File: config.mk
export PLATFORM = sky130hd
export DESIGN_NAME = data_cache_ctrl
export DESIGN_NICKNAME = d
export VERILOG_FILES = /design/src/rtl/data_cache_ctrl_pkg.sv /design/src/rtl/data_cache_ctrl_data_array.sv /design/src/rtl/data_cache_ctrl.sv
export SDC_FILE = /design/constraint.sdc
export NUM_CORES = 2
export LEC_CHECK = 0
export BUFFER_PORTS_ARGS = -buffer_cell sky130_fd_sc_hd__buf_2
export CAP_MARGIN = 15
export CORE_MARGIN = 2
export CORE_UTILIZATION = 40
export CTS_BUF_LIST = sky130_fd_sc_hd__clkbuf_4 sky130_fd_sc_hd__clkbuf_8
export DETAILED_ROUTE_END_ITERATION = 10
export GPL_TIMING_DRIVEN = 0
export SYNTH_ARGS = -nofsm -noshare
export SYNTH_HDL_FRONTEND = slang
export SYNTH_MEMORY_MAX_BITS = 65536
export SYNTH_SLANG_ARGS = --single-unit
File: constraint.sdc
create_clock -name clk -period 7 [get_ports clk]
set_clock_uncertainty 0.15 [all_clocks]
set_input_delay 1.4 -clock clk [delete_from_list [all_inputs] [get_ports clk]]
set_output_delay 1.4 -clock clk [all_outputs]
set_load 0.02 [all_outputs]
File: src/rtl/data_cache_ctrl_pkg.sv
// Shared widths, address layout and controller state encoding
// for the direct-mapped write-through data cache.
package data_cache_ctrl_pkg;

    localparam int ADDR_W   = 10;
    localparam int DATA_W   = 32;
    localparam int INDEX_W  = 5;
    localparam int OFFSET_W = 2;
    localparam int TAG_W    = ADDR_W - INDEX_W - OFFSET_W;
    localparam int LINES    = 1 << INDEX_W;
    localparam int WORDS    = 1 << OFFSET_W;

    typedef enum logic [1:0] {
        ST_IDLE   = 2'd0,
        ST_REFILL = 2'd1,
        ST_WRITE  = 2'd2
    } state_e;

    typedef struct packed {
        logic [TAG_W-1:0]    tag;
        logic [INDEX_W-1:0]  index;
        logic [OFFSET_W-1:0] offset;
    } addr_t;

endpackage

File: src/rtl/data_cache_ctrl_data_array.sv
// Tag RAM, valid bits and data RAM: synchronous write,
// asynchronous read, valid bits cleared asynchronously.
module cache_data_array
    import data_cache_ctrl_pkg::*;
(
    input  logic                clk,
    input  logic                rst_n,
    input  logic [INDEX_W-1:0]  rd_index,
    input  logic [OFFSET_W-1:0] rd_offset,
    input  logic [TAG_W-1:0]    rd_tag,
    output logic                rd_hit,
    output logic [DATA_W-1:0]   rd_data,
    input  logic                wr_en,
    input  logic [INDEX_W-1:0]  wr_index,
    input  logic [OFFSET_W-1:0] wr_offset,
    input  logic [DATA_W-1:0]   wr_data,
    input  logic                line_inval,
    input  logic                line_fill,
    input  logic [INDEX_W-1:0]  line_index,
    input  logic [TAG_W-1:0]    line_tag
);

    logic [LINES-1:0] valid_q;
    logic [LINES-1:0] valid_d;
    logic [TAG_W-1:0] tag_ram [LINES];
    logic [DATA_W-1:0] data_ram [LINES*WORDS];

    always_comb begin
        valid_d = valid_q;
        if (line_inval) valid_d[line_index] = 1'b0;
        if (line_fill)  valid_d[line_index] = 1'b1;
    end

    always_ff @(posedge clk or negedge rst_n) begin
        if (!rst_n) valid_q <= '0;
        else        valid_q <= valid_d;
    end

    always_ff @(posedge clk) begin
        if (line_fill) tag_ram[line_index] <= line_tag;
        if (wr_en)     data_ram[{wr_index, wr_offset}] <= wr_data;
    end

    assign rd_hit  = valid_q[rd_index] && (tag_ram[rd_index] == rd_tag);
    assign rd_data = data_ram[{rd_index, rd_offset}];

endmodule

File: src/rtl/data_cache_ctrl.sv
// Direct-mapped write-through, no-write-allocate data cache
// controller: refill/write FSM, beat counter, main-memory port.
module data_cache_ctrl
    import data_cache_ctrl_pkg::*;
(
    input  logic              clk,
    input  logic              rst_n,
    input  logic              mem_read,
    input  logic              mem_write,
    input  logic [ADDR_W-1:0] addr,
    input  logic [DATA_W-1:0] wdata,
    output logic [DATA_W-1:0] rdata,
    output logic              stall,
    output logic              mm_rd_req,
    output logic              mm_wr_req,
    output logic [ADDR_W-1:0] mm_addr,
    output logic [DATA_W-1:0] mm_wdata,
    input  logic [DATA_W-1:0] mm_rdata,
    input  logic              mm_ready
);

    state_e              state_q, state_d;
    logic [OFFSET_W-1:0] beat_q, beat_d, beat_inc;
    logic                rd_req_q, rd_req_d;
    logic                wr_req_q, wr_req_d;
    logic [ADDR_W-1:0]   mm_addr_q, mm_addr_d;
    logic [DATA_W-1:0]   mm_wdata_q, mm_wdata_d;

    addr_t               a;
    logic [INDEX_W-1:0]  fill_index;
    logic [TAG_W-1:0]    fill_tag;
    logic                hit;
    logic                arr_wr_en;
    logic [INDEX_W-1:0]  arr_wr_index;
    logic [OFFSET_W-1:0] arr_wr_offset;
    logic [DATA_W-1:0]   arr_wr_data;
    logic                line_inval;
    logic                line_fill;
    logic [INDEX_W-1:0]  line_index;

    assign a          = addr_t'(addr);
    assign fill_index = mm_addr_q[OFFSET_W +: INDEX_W];
    assign fill_tag   = mm_addr_q[ADDR_W-1 -: TAG_W];
    assign beat_inc   = beat_q + OFFSET_W'(1);

    cache_data_array u_array (
        .clk        (clk),
        .rst_n      (rst_n),
        .rd_index   (a.index),
        .rd_offset  (a.offset),
        .rd_tag     (a.tag),
        .rd_hit     (hit),
        .rd_data    (rdata),
        .wr_en      (arr_wr_en),
        .wr_index   (arr_wr_index),
        .wr_offset  (arr_wr_offset),
        .wr_data    (arr_wr_data),
        .line_inval (line_inval),
        .line_fill  (line_fill),
        .line_index (line_index),
        .line_tag   (fill_tag)
    );

    always_comb begin
        state_d       = state_q;
        beat_d        = beat_q;
        rd_req_d      = rd_req_q;
        wr_req_d      = wr_req_q;
        mm_addr_d     = mm_addr_q;
        mm_wdata_d    = mm_wdata_q;
        stall         = 1'b0;
        arr_wr_en     = 1'b0;
        arr_wr_index  = a.index;
        arr_wr_offset = a.offset;
        arr_wr_data   = wdata;
        line_inval    = 1'b0;
        line_fill     = 1'b0;
        line_index    = a.index;
        unique case (state_q)
            ST_IDLE: begin
                // Stores win over loads if both are raised.
                if (mem_write) begin
                    stall      = 1'b1;
                    state_d    = ST_WRITE;
                    wr_req_d   = 1'b1;
                    mm_addr_d  = addr;
                    mm_wdata_d = wdata;
                    arr_wr_en  = hit;
                end else if (mem_read && !hit) begin
                    stall      = 1'b1;
                    state_d    = ST_REFILL;
                    beat_d     = '0;
                    rd_req_d   = 1'b1;
                    mm_addr_d  = {a.tag, a.index, {OFFSET_W{1'b0}}};
                    line_inval = 1'b1;
                end
            end
            ST_REFILL: begin
                stall         = 1'b1;
                line_index    = fill_index;
                arr_wr_index  = fill_index;
                arr_wr_offset = beat_q;
                arr_wr_data   = mm_rdata;
                if (mm_ready) begin
                    arr_wr_en = 1'b1;
                    beat_d    = beat_inc;
                    if (&beat_q) begin
                        rd_req_d  = 1'b0;
                        line_fill = 1'b1;
                        state_d   = ST_IDLE;
                    end else begin
                        mm_addr_d = {mm_addr_q[ADDR_W-1:OFFSET_W], beat_inc};
                    end
                end
            end
            ST_WRITE: begin
                stall = !mm_ready;
                if (mm_ready) begin
                    wr_req_d = 1'b0;
                    state_d  = ST_IDLE;
                end
            end
            default: begin
                state_d  = ST_IDLE;
                rd_req_d = 1'b0;
                wr_req_d = 1'b0;
            end
        endcase
    end

    always_ff @(posedge clk or negedge rst_n) begin
        if (!rst_n) begin
            state_q    <= ST_IDLE;
            beat_q     <= '0;
            rd_req_q   <= 1'b0;
            wr_req_q   <= 1'b0;
            mm_addr_q  <= '0;
            mm_wdata_q <= '0;
        end else begin
            state_q    <= state_d;
            beat_q     <= beat_d;
            rd_req_q   <= rd_req_d;
            wr_req_q   <= wr_req_d;
            mm_addr_q  <= mm_addr_d;
            mm_wdata_q <= mm_wdata_d;
        end
    end

    assign mm_rd_req = rd_req_q;
    assign mm_wr_req = wr_req_q;
    assign mm_addr   = mm_addr_q;
    assign mm_wdata  = mm_wdata_q;

endmodule

==> results.md <==
- Synth cell count leaders: 4,192 x edfxtp_1, 1,363 x mux4_2, 253 x clkbuf_1
- Layout cells sized above 1: 39.6%
- Root Buffer: clkbuf_8
- Pin count of the biggest net entering global routing: 92
- Netlist cell types: 49
- Htree depth: 6
- Most frequent cell after synthesis: edfxtp_1
- Max Slew Vio Count: 0
- Reg-to-Reg End: u_array.data_ram[53][23]$_DFFE_PP_
- CTS tree: yes
- Final setup fails: 5
- Number of enable flip-flop cells after synthesis: 4,192
- Final GP Congestion: 0.865
- CP delay by family, top: multiplexers
- Seq/Total Area, Yosys: 78.0%
- Failing checks: negative setup slack
- Syn avg cell area: 24.9 um2
- Vias per std cell: 5.77
- Final min period: 7.03 ns
- Slew HR: 16.1%
- Highest Clock Rate: 0.142 GHz
- Fraction of registers with async set/reset: 1.87%
- CTS max path bufs: 4
- CTS Buf Count: 679
- Yosys reg bits: 4,272
- HP Start: wdata[16]
- Die area: 415,000 um2
- CP arrival: 5.48 ns
- Crit share post-route: 100%
- Die X: 644 um
- Final HPWL DP: 326,000 um
- Crit-path slowest cell: mux4_2
- Clk slew on worst S/H paths: 0.06 ns
- Slew @ Worst Pin: 1.26 ns
- Hold crit path type: in2reg
- Syn Nets: 6,658
- Cell row count: 235
- Post-route ant nets: 0
- Worst setup SP type: primary input
- Max-Cap Viols: 0
- Core Footprint: 409,000 um2
- Crit end category: output port
- Via count of the first global-routing pass: 79,900
- Ys flop type: edfxtp_1
- Setup TNS: -0.0907 ns
- DRC Markers: 0
- Worst-path maximum fanout: 10
- WL final: 463,000 um
- Final Hold Vio Count: 0
- Final core occ: 46.8%
- Worst-Skew Late Latency: 1.22 ns
- Final WS setup: -0.0313 ns
- # IOs: 156
- Vias: 79,100
- GRT Residual Overflow: 0
- Area grow syn2layout: 16.8%
- Hold Path Cell Cnt: 2
- First-pass GRT wire length: 635,000 um
- Cells along the critical path: clkbuf_2 > clkbuf_2 > buf_16 > clkbuf_4 > clkbuf_2 > mux4_2 > mux4_2 > mux4_2 > mux2_2 > buf_2
- All-Layer GR Usage: 22.0%
- Die height: 644 um
- Yosys warns: 0
- Hold Path Sink: mm_wdata[16]$_DFFE_PN0P_
- Wire per inst: 33.8 um
- Pwr dens: 307 nW/um2
- FF-to-FF path depth: 11
- Synthesized cell area: 164,000 um2
- Area leader, netlist: edfxtp_1
- Static Leakage: 0.0600 uW
- Initial antenna violation count: 51
- Outcome: finished with violations
- Input/output buffers: 150
- Top cell type's share of synthesized area: 76.8%
- Max stage delay on crit path: 0.68 ns
- Mapped Cells: 6,578
- Final #Nets: 7,722
- Area contributors post-synth: edfxtp_1 77%, mux4_2 19%, dfrtp_1 1.2%, clkbuf_1 0.58%, mux2_2 0.49%
- DRT Pass-1 Iters: 8
- Worst setup path class: in2out
- Initial drt markers: 10,200
- CP required: 5.45 ns
- RR Startpoint: u_array.tag_ram[6][1]$_DFFE_PP_
- Initial core utilization: 40.1%
- Sink Count: 4,272
- Worst Path Buf+Inv: 6
- Reg2Reg Setup Slack: 2.31 ns
- Max IR drop VDD: 392 uV
## metrics by stage
stage	total power (uW)	area, um2	hold slack, ns	std cells	setup slack [ns]
finish	58700	192000	0.295	13700	-0.0313
global route	60400	191000	0.274	13700	-0.0141
CTS	59000	191000	0.192	13600	0.000735
detailed placement	38800	178000	0.315	12400	-1.21
global placement	38800	172000	0.304	12200	-3.49
floorplan	35100	164000	0.294	6578	0.666
## power by group
group,switching (uW),internal [uW],leakage [uW]
combinational,5550,1830,0.0146
clock,9800,10600,0.00672
sequential,198,30800,0.0387
## final cells by class
cell class	count	area [um2]
antenna	101	253
buffer	365	2010
clock buffer	922	11200
clock inverter	275	1530
fill	33000	217000
inverter	5	18.8
multi-input combinational	1932	35600
sequential	4272	128000
tap	5451	6820
timing repair buffer	387	6180
## how the worst max path moves through the flow
stage,depth (start not counted),endpoint,from
floorplan,10,u_array.data_ram[2][0]$_DFFE_PP_,addr[2]
global placement,8,u_array.data_ram[2][8]$_DFFE_PP_,addr[4]
detailed placement,10,rdata[19],addr[2]
CTS,8,rdata[7],addr[1]
global route,9,rdata[19],addr[0]
finish,10,rdata[9],addr[1]
## routing by layer
metal	vias to the layer above	track usage [%]	part of all wire [%]
li1	31000	-	-
met1	43100	28.8	38
met2	4264	35.9	49
met3	742	4.53	9.2
met4	8	9.57	4.4
met5	-	0	0.015
## worst reg2reg max path: cells and delay by family (launching register included)
family / cells / cell delay, ns
AOI/OAI and AO/OA: 1 / 0.35
xor gates and xnor gates: 1 / 0.17
buffers and inverters: 3 / 0.84
DFF: 1 / 0.38
muxes: 3 / 1.18
and+or+nand+nor: 3 / 1.28
## cells by family after synthesis
kind of cell               synth area share, %
AOI/OAI and AO/OA                        0.478
DFF                                       78.0
xor gates and xnor gates                0.0160
adders and majority gates              0.00763
muxes                                     19.5
and+or+nand+nor                           1.13
buffers and inverters                    0.945
## sequential cells by signal, summed over array words and instances (netlist names)
signal / flops
mm_rd_req: 1
state_q: 2
u_array.data_ram: 4096
mm_wr_req: 1
mm_addr: 10
mm_wdata: 32
u_array.tag_ram: 96
u_array.valid_q: 32
beat_q: 2
## cell usage in the layout (no fill, tap or decap), types with 91 or more instances in the layout
master	Yosys	final
clkbuf_1	253	140
nand2_1	125	93
edfxtp_1	4192	4192
buf_16	0	124
mux4_2	1363	1363
nor2_4	1	97
clkinv_1	0	177
clkbuf_8	0	694
diode_2	0	101
clkbuf_4	0	251
clkbuf_2	0	91
buf_2	48	197
## repair_timing
| item | CTS | global route |
|---|---|---|
| hold endpoints to repair | 10 | 0 |
| hold buffers | 1 | 0 |
| endpoints found under the setup margin | 32 | 22 |
| resized for setup | 202 | 22 |
| buffers inserted | 0 | 0 |
(Power assumes the default switching activity.)
